--- src/rtl/dev_bus_master_pkg.sv ---
// Shared definitions for the device bus master: FSM states, access-size
// encodings, the uncached address segment and the alignment rule.
package dev_bus_master_pkg;

  typedef enum logic [1:0] {
    IDLE = 2'd0,
    REQ  = 2'd1,
    RESP = 2'd2,
    DONE = 2'd3
  } state_t;

  localparam logic [1:0] SZ_BYTE = 2'd0;
  localparam logic [1:0] SZ_HALF = 2'd1;
  localparam logic [1:0] SZ_WORD = 2'd2;

  localparam logic [2:0] UNCACHED_SEG = 3'b101;

  // Size code 3 is undefined and is reported as a misaligned access.
  function automatic logic is_misaligned(input logic [1:0] off, input logic [1:0] size);
    logic bad;
    case (size)
      SZ_BYTE: bad = 1'b0;
      SZ_HALF: bad = off[0];
      SZ_WORD: bad = (off != 2'b00);
      default: bad = 1'b1;
    endcase
    return bad;
  endfunction

endpackage

--- src/rtl/dev_bus_lane.sv ---
// Byte-lane logic for the device bus master (purely combinational):
// write strobe / lane replication for requests and lane select plus
// sign/zero extension for read responses.
module dev_bus_lane
  import dev_bus_master_pkg::*;
(
  input  logic [1:0]  i_enc_off,
  input  logic [1:0]  i_enc_size,
  input  logic [31:0] i_enc_wdata,
  output logic [3:0]  o_strb,
  output logic [31:0] o_wdata,
  input  logic [1:0]  i_ext_off,
  input  logic [1:0]  i_ext_size,
  input  logic        i_ext_signed,
  input  logic [31:0] i_rdata,
  output logic [31:0] o_rdata
);

  logic [15:0] w_lane;

  assign w_lane = 16'(i_rdata >> {i_ext_off, 3'b000});

  // Request encode: strobe follows the addressed lanes, data is replicated.
  always_comb begin
    o_strb  = 4'b1111;
    o_wdata = i_enc_wdata;
    case (i_enc_size)
      SZ_BYTE: begin
        o_strb  = 4'b0001 << i_enc_off;
        o_wdata = {4{i_enc_wdata[7:0]}};
      end
      SZ_HALF: begin
        o_strb  = 4'b0011 << i_enc_off;
        o_wdata = {2{i_enc_wdata[15:0]}};
      end
      default: begin
        o_strb  = 4'b1111;
        o_wdata = i_enc_wdata;
      end
    endcase
  end

  // Response extract: pick the addressed lane, then extend to 32 bits.
  always_comb begin
    o_rdata = i_rdata;
    case (i_ext_size)
      SZ_BYTE: o_rdata = {{24{i_ext_signed & w_lane[7]}}, w_lane[7:0]};
      SZ_HALF: o_rdata = {{16{i_ext_signed & w_lane[15]}}, w_lane};
      default: o_rdata = i_rdata;
    endcase
  end

endmodule

--- src/rtl/dev_bus_master.sv ---
// Device bus master: turns single CPU load/store ops into one device
// request/response pair (IDLE -> REQ -> RESP -> DONE).
// Optional feature: define BUS_TIMEOUT_EN to bound the RESP wait to
// TIMEOUT_CYCLES cycles; without it RESP waits indefinitely.
module dev_bus_master
  import dev_bus_master_pkg::*;
#(
  parameter int TIMEOUT_CYCLES = 1024
) (
  input  logic        clock,
  input  logic        reset,
  input  logic        cpu_valid,
  output logic        cpu_ready,
  input  logic [31:0] cpu_addr,
  input  logic [31:0] cpu_wdata,
  input  logic        cpu_wen,
  input  logic [1:0]  cpu_size,
  input  logic        cpu_signed,
  output logic [31:0] cpu_rdata,
  output logic        cpu_done,
  output logic        cpu_err,
  output logic        out_req_valid,
  input  logic        out_req_ready,
  output logic        out_req_bits_is_cached,
  output logic [31:0] out_req_bits_addr,
  output logic [1:0]  out_req_bits_len,
  output logic [31:0] out_req_bits_data,
  output logic        out_req_bits_func,
  output logic [3:0]  out_req_bits_strb,
  output logic        out_resp_ready,
  input  logic        out_resp_valid,
  input  logic [31:0] out_resp_bits_data
);

  if (TIMEOUT_CYCLES < 2) begin : g_bad_timeout
    $error("TIMEOUT_CYCLES must be at least 2");
  end

  state_t      r_state;
  state_t      w_next;
  logic        w_accept;
  logic        w_mis;
  logic        w_req_fire;
  logic        w_resp_fire;
  logic        w_timeout;
  logic [31:0] r_addr;
  logic [1:0]  r_len;
  logic        r_func;
  logic        r_cached;
  logic        r_signed;
  logic [3:0]  r_strb;
  logic [31:0] r_data;
  logic [31:0] r_rdata;
  logic        r_err;
  logic [3:0]  w_enc_strb;
  logic [31:0] w_enc_data;
  logic [31:0] w_ext_data;

  assign w_mis       = is_misaligned(cpu_addr[1:0], cpu_size);
  assign w_req_fire  = (r_state == REQ) && out_req_ready;
  assign w_resp_fire = (r_state == RESP) && out_resp_valid;

  assign out_req_bits_addr      = r_addr;
  assign out_req_bits_len       = r_len;
  assign out_req_bits_func      = r_func;
  assign out_req_bits_is_cached = r_cached;
  assign out_req_bits_strb      = r_strb;
  assign out_req_bits_data      = r_data;
  assign cpu_rdata              = r_rdata;
  assign cpu_err                = r_err;

  dev_bus_lane u_lane (
    .i_enc_off    (cpu_addr[1:0]),
    .i_enc_size   (cpu_size),
    .i_enc_wdata  (cpu_wdata),
    .o_strb       (w_enc_strb),
    .o_wdata      (w_enc_data),
    .i_ext_off    (r_addr[1:0]),
    .i_ext_size   (r_len),
    .i_ext_signed (r_signed),
    .i_rdata      (out_resp_bits_data),
    .o_rdata      (w_ext_data)
  );

`ifdef BUS_TIMEOUT_EN
  localparam int TMO_W = $clog2(TIMEOUT_CYCLES);
  logic [TMO_W-1:0] r_tmo_cnt;

  // Response-wait counter: cleared on RESP entry, counts every RESP cycle.
  always_ff @(posedge clock) begin
    if (!reset)               r_tmo_cnt <= '0;
    else if (w_req_fire)      r_tmo_cnt <= '0;
    else if (r_state == RESP) r_tmo_cnt <= r_tmo_cnt + TMO_W'(1);
  end
`endif

  // State register.
  always_ff @(posedge clock) begin
    if (!reset) r_state <= IDLE;
    else        r_state <= w_next;
  end

  // Next-state decode and handshake outputs; handshakes held low in reset.
  always_comb begin
    w_next         = r_state;
    w_timeout      = 1'b0;
    cpu_ready      = 1'b0;
    cpu_done       = 1'b0;
    out_req_valid  = 1'b0;
    out_resp_ready = 1'b0;
    w_accept       = 1'b0;
    case (r_state)
      IDLE: begin
        cpu_ready      = reset;
        out_resp_ready = reset;
        w_accept       = cpu_valid && reset;
        if (w_accept) w_next = w_mis ? DONE : REQ;
      end
      REQ: begin
        out_req_valid = 1'b1;
        if (out_req_ready) w_next = RESP;
      end
      RESP: begin
        out_resp_ready = reset;
        if (out_resp_valid) begin
          w_next = DONE;
        end
`ifdef BUS_TIMEOUT_EN
        else if (r_tmo_cnt == TMO_W'(TIMEOUT_CYCLES - 1)) begin
          w_next    = DONE;
          w_timeout = 1'b1;
        end
`endif
      end
      DONE: begin
        cpu_done = 1'b1;
        w_next   = IDLE;
      end
      default: w_next = IDLE;
    endcase
  end

  // Request field latch on accept; result capture on response or timeout.
  always_ff @(posedge clock) begin
    if (!reset) begin
      r_addr   <= '0;
      r_len    <= '0;
      r_func   <= 1'b0;
      r_cached <= 1'b0;
      r_signed <= 1'b0;
      r_strb   <= '0;
      r_data   <= '0;
      r_rdata  <= '0;
      r_err    <= 1'b0;
    end else begin
      if (w_accept) begin
        r_err   <= w_mis;
        r_rdata <= '0;
        if (!w_mis) begin
          r_addr   <= cpu_addr;
          r_len    <= cpu_size;
          r_func   <= cpu_wen;
          r_cached <= (cpu_addr[31:29] != UNCACHED_SEG);
          r_signed <= cpu_signed;
          r_strb   <= w_enc_strb;
          r_data   <= w_enc_data;
        end
      end
      if (w_resp_fire) begin
        r_rdata <= r_func ? 32'd0 : w_ext_data;
        r_err   <= 1'b0;
      end
      if (w_timeout) begin
        r_rdata <= 32'd0;
        r_err   <= 1'b1;
      end
    end
  end

endmodule
--- config.mk ---
export PLATFORM = sky130hd
export DESIGN_NAME = dev_bus_master
export DESIGN_NICKNAME = d
export VERILOG_FILES = /design/src/rtl/dev_bus_master_pkg.sv /design/src/rtl/dev_bus_lane.sv /design/src/rtl/dev_bus_master.sv
export SDC_FILE = /design/constraint.sdc
export NUM_CORES = 1
export LEC_CHECK = 0
export CORE_MARGIN = 3
export CORE_UTILIZATION = 40
export CTS_BUF_LIST = sky130_fd_sc_hd__clkbuf_2 sky130_fd_sc_hd__clkbuf_4 sky130_fd_sc_hd__clkbuf_8
export CTS_CLUSTER_DIAMETER = 40
export DETAILED_ROUTE_END_ITERATION = 8
export PLACE_DENSITY = 0.73
export SLEW_MARGIN = 10
export SYNTH_ARGS = -nofsm -noshare
export SYNTH_HDL_FRONTEND = slang
export SYNTH_HIERARCHICAL = 1
export SYNTH_SLANG_ARGS = --single-unit
--- constraint.sdc ---
create_clock -name clock -period 2.45 [get_ports clock]
set_input_delay 0.245 -clock clock [delete_from_list [all_inputs] [get_ports clock]]
set_output_delay 0.245 -clock clock [all_outputs]
set_load 0.005 [all_outputs]
==> results.txt <==
Synth top area share: 0.397
Final hold vios: 0
First-pass GRT wire length: 25400 µm
Finished Core Util: 0.597
RD Place Congestion: 0.900
Ys flop type: dfxtp_1
Share of layout cells above drive strength 1: 0.0784
Static leakage: 3.55 nW
Clock Path Buffers: 2
ANT cells: 0
Worst EP required: 2.71 ns
Post-synth EDFFs: 0
Critical path buffers and inverters: 0
Tmin final: 2.19 ns
Post-synthesis sequential area ratio: 0.397
Wire per inst: 16.5 µm
Worst-path maximum fanout: 16
Hold buffer count at CTS: 0
Syn_area_per_cell: 8.79 µm²
Status: complete, no violations
Asr flop ratio synth: 0
Min-Delay Path Class: in -> reg
Drt drc: 0
Dominant cell type by area after synthesis: dfxtp_1
F_max: 0.457 GHz
Synthesized area: 0.00544 mm²
Post-synth top cells: nand2_1, dfxtp_1, mux2i_1, inv_1
CTS tree: done
Cells after Synth: 619
Slew Viols, Final: 0
Setup_tns: 0 ns
Core Area: 0.0130 mm²
GRT Util Overall: 0.215
Clock slew at reported path FFs: 0.10 ns
Clock root cell: clkbuf_8
Clock sinks: 108
Grt ovf: 0
Area growth from synthesis to layout: 42.4%
Largest net degree at the start of global routing: 53
Critical path's largest stage delay: 0.63 ns
Library cells used by synthesis: 45
H-tree depth: 3
FILL cells: 1117
DRT Wirelength: 16300 µm
Via/cell ratio: 5.16
P per Cell Area: 604 mW/mm²
Antenna-violating nets left: 0
Yosys reg bits: 108
Top Family by Delay on Critical Path: compound AO/OA/AOI/OAI gates
Num CTS Buffers: 9
Vias: 5101
Synthesized net count: 729
HPWL after DPL: 12200 µm
Worst vdd ir: 0.326 mV
IO Count: 214
Startpoint Class: flop
CP Class: reg -> reg
Initial antenna violation count: 0
PortBufs: 213
Die ar.: 0.0150 mm²
1st-iter DRT viols: 358
Initial core utilization: 0.419
Final worst path period share: 0.893
Overall power: 4.68 mW
Clk_lat worst skew: 0.37 ns
Slew headroom: 0.573
CTS resizes: 0
Die W: 123 µm
# rows: 41
Most frequent cell after synthesis: nand2_1
Fin nets: 922
Layout Skew: 0.0103 ns
Max_cap viols: 0
Synth area leaders: dfxtp_1, mux2i_1, nand2_1
Worst Tran Pin Value: 0.640 ns
R2R setup slack: 0.26 ns
Critical path's slowest cell: mux4_2
RSZ-0062 raised after global routing: false
Die H: 123 µm
Cell chain of the critical path: mux4_2 > o211ai_4 > o21ai_0 > a22oi_1 > nor2_1
Finish-stage setup viols: 0
Crit path capture type: flop
Syn. warnings: 6
Crit path DAT: 2.45 ns
Setup Buffers After CTS: 0
Number of global-route vias before repair: 4910
First-pass DRT Iterations: 7
## sequential cells by signal, summed over array words and instances (netlist names)
| name | count |
|---|---|
| r_signed | 1 |
| out_req_bits_func | 1 |
| out_req_bits_is_cached | 1 |
| out_req_bits_len | 2 |
| out_req_bits_addr | 32 |
| cpu_rdata | 32 |
| cpu_err | 1 |
| r_state | 2 |
| out_req_bits_strb | 4 |
| out_req_bits_data | 32 |
## tightest hold or removal path: stages
cell,delay (ns)
buf_2,0.11
nand3_1,0.16
nand2_1,0.11
a221oi_1,0.06
## cell type report
class,instances,area [µm²],share of cell area
multi-input cells,384,2640,0.340
repair buffers,229,2260,0.292
flip-flops and latches,108,2160,0.279
inverters,80,300,0.0387
well taps,172,215,0.0278
clock buffers,11,151,0.0195
clock inverters,4,25.0,0.00323
## path summary, 6_finish.rpt
check,endpoint,startpoint,cells past startpoint
max,cpu_rdata[27]$_SDFFE_PN0P_,out_req_bits_addr[0]$_SDFFE_PN0P_,5
min,cpu_err$_SDFFE_PP0P_,reset,4
max reg2reg,cpu_rdata[27]$_SDFFE_PN0P_,out_req_bits_addr[0]$_SDFFE_PN0P_,5
min reg2reg,out_req_bits_data[7]$_SDFFE_PN0P_,out_req_bits_data[7]$_SDFFE_PN0P_,2
## report_power, final
| part | switching [mW] | internal, mW | total [mW] |
|---|---|---|---|
| sequential | 0.130 | 1.94 | 2.07 |
| combinational | 0.750 | 0.849 | 1.60 |
| clock | 0.597 | 0.417 | 1.01 |
| total | 1.48 | 3.20 | 4.68 |
## cells by family (layout without fill, tap and decap cells)
| group | after synthesis | in the layout | synth area share |
|---|---|---|---|
| buffers and inverters | 127 | 324 | 0.121 |
| multiplexers | 106 | 106 | 0.203 |
| AO/OA/AOI/OAI | 105 | 105 | 0.142 |
| flip-flops | 108 | 108 | 0.397 |
| adder cells (fa/ha/maj) | 5 | 5 | 0.0115 |
| AND/OR/NAND/NOR | 168 | 168 | 0.126 |
## stage by stage
| stage | worst slack [ns] | cell area [µm²] | hold slack, ns | instances |
|---|---|---|---|---|
| 6_report | 0.261 | 7750 | 0.367 | 988 |
| 2_1_floorplan | 0.645 | 5440 | 0.356 | 619 |
| 5_1_grt | 0.0329 | 7750 | 0.389 | 988 |
| 3_5_place_dp | 0.165 | 7570 | 0.452 | 973 |
| 3_3_place_gp | 0.225 | 7570 | 0.444 | 973 |
| 4_1_cts | 0.293 | 7750 | 0.337 | 988 |
## layer usage
layer	share of wire	vias up	wire length, µm	track usage
met1	0.40	2375	6600	0.251
met4	0.021	0	349	0.0847
li1	-	2445	-	-
met3	0.12	26	1930	0.0862
met5	0	-	0	0
met2	0.46	255	7470	0.352
## layout by cell type (no fill, tap or decap), types with 3 or more instances in the layout
master           instances
clkbuf_8                11
mux2i_1                 83
nand3b_1                 4
a22oi_1                 37
buf_4                   15
a22o_1                   3
a211oi_1                 3
a221oi_1                 4
o2bb2ai_1                3
o21bai_1                 3
nor2_1                  37
mux2_2                  21
o31ai_1                  7
o21ai_0                 28
o211a_1                  3
clkdlybuf4s50_1        212
inv_1                   79
nand2_1                113
nand2b_1                 4
ha_1                     5
dfxtp_1                108
(Power assumes the default switching activity.)
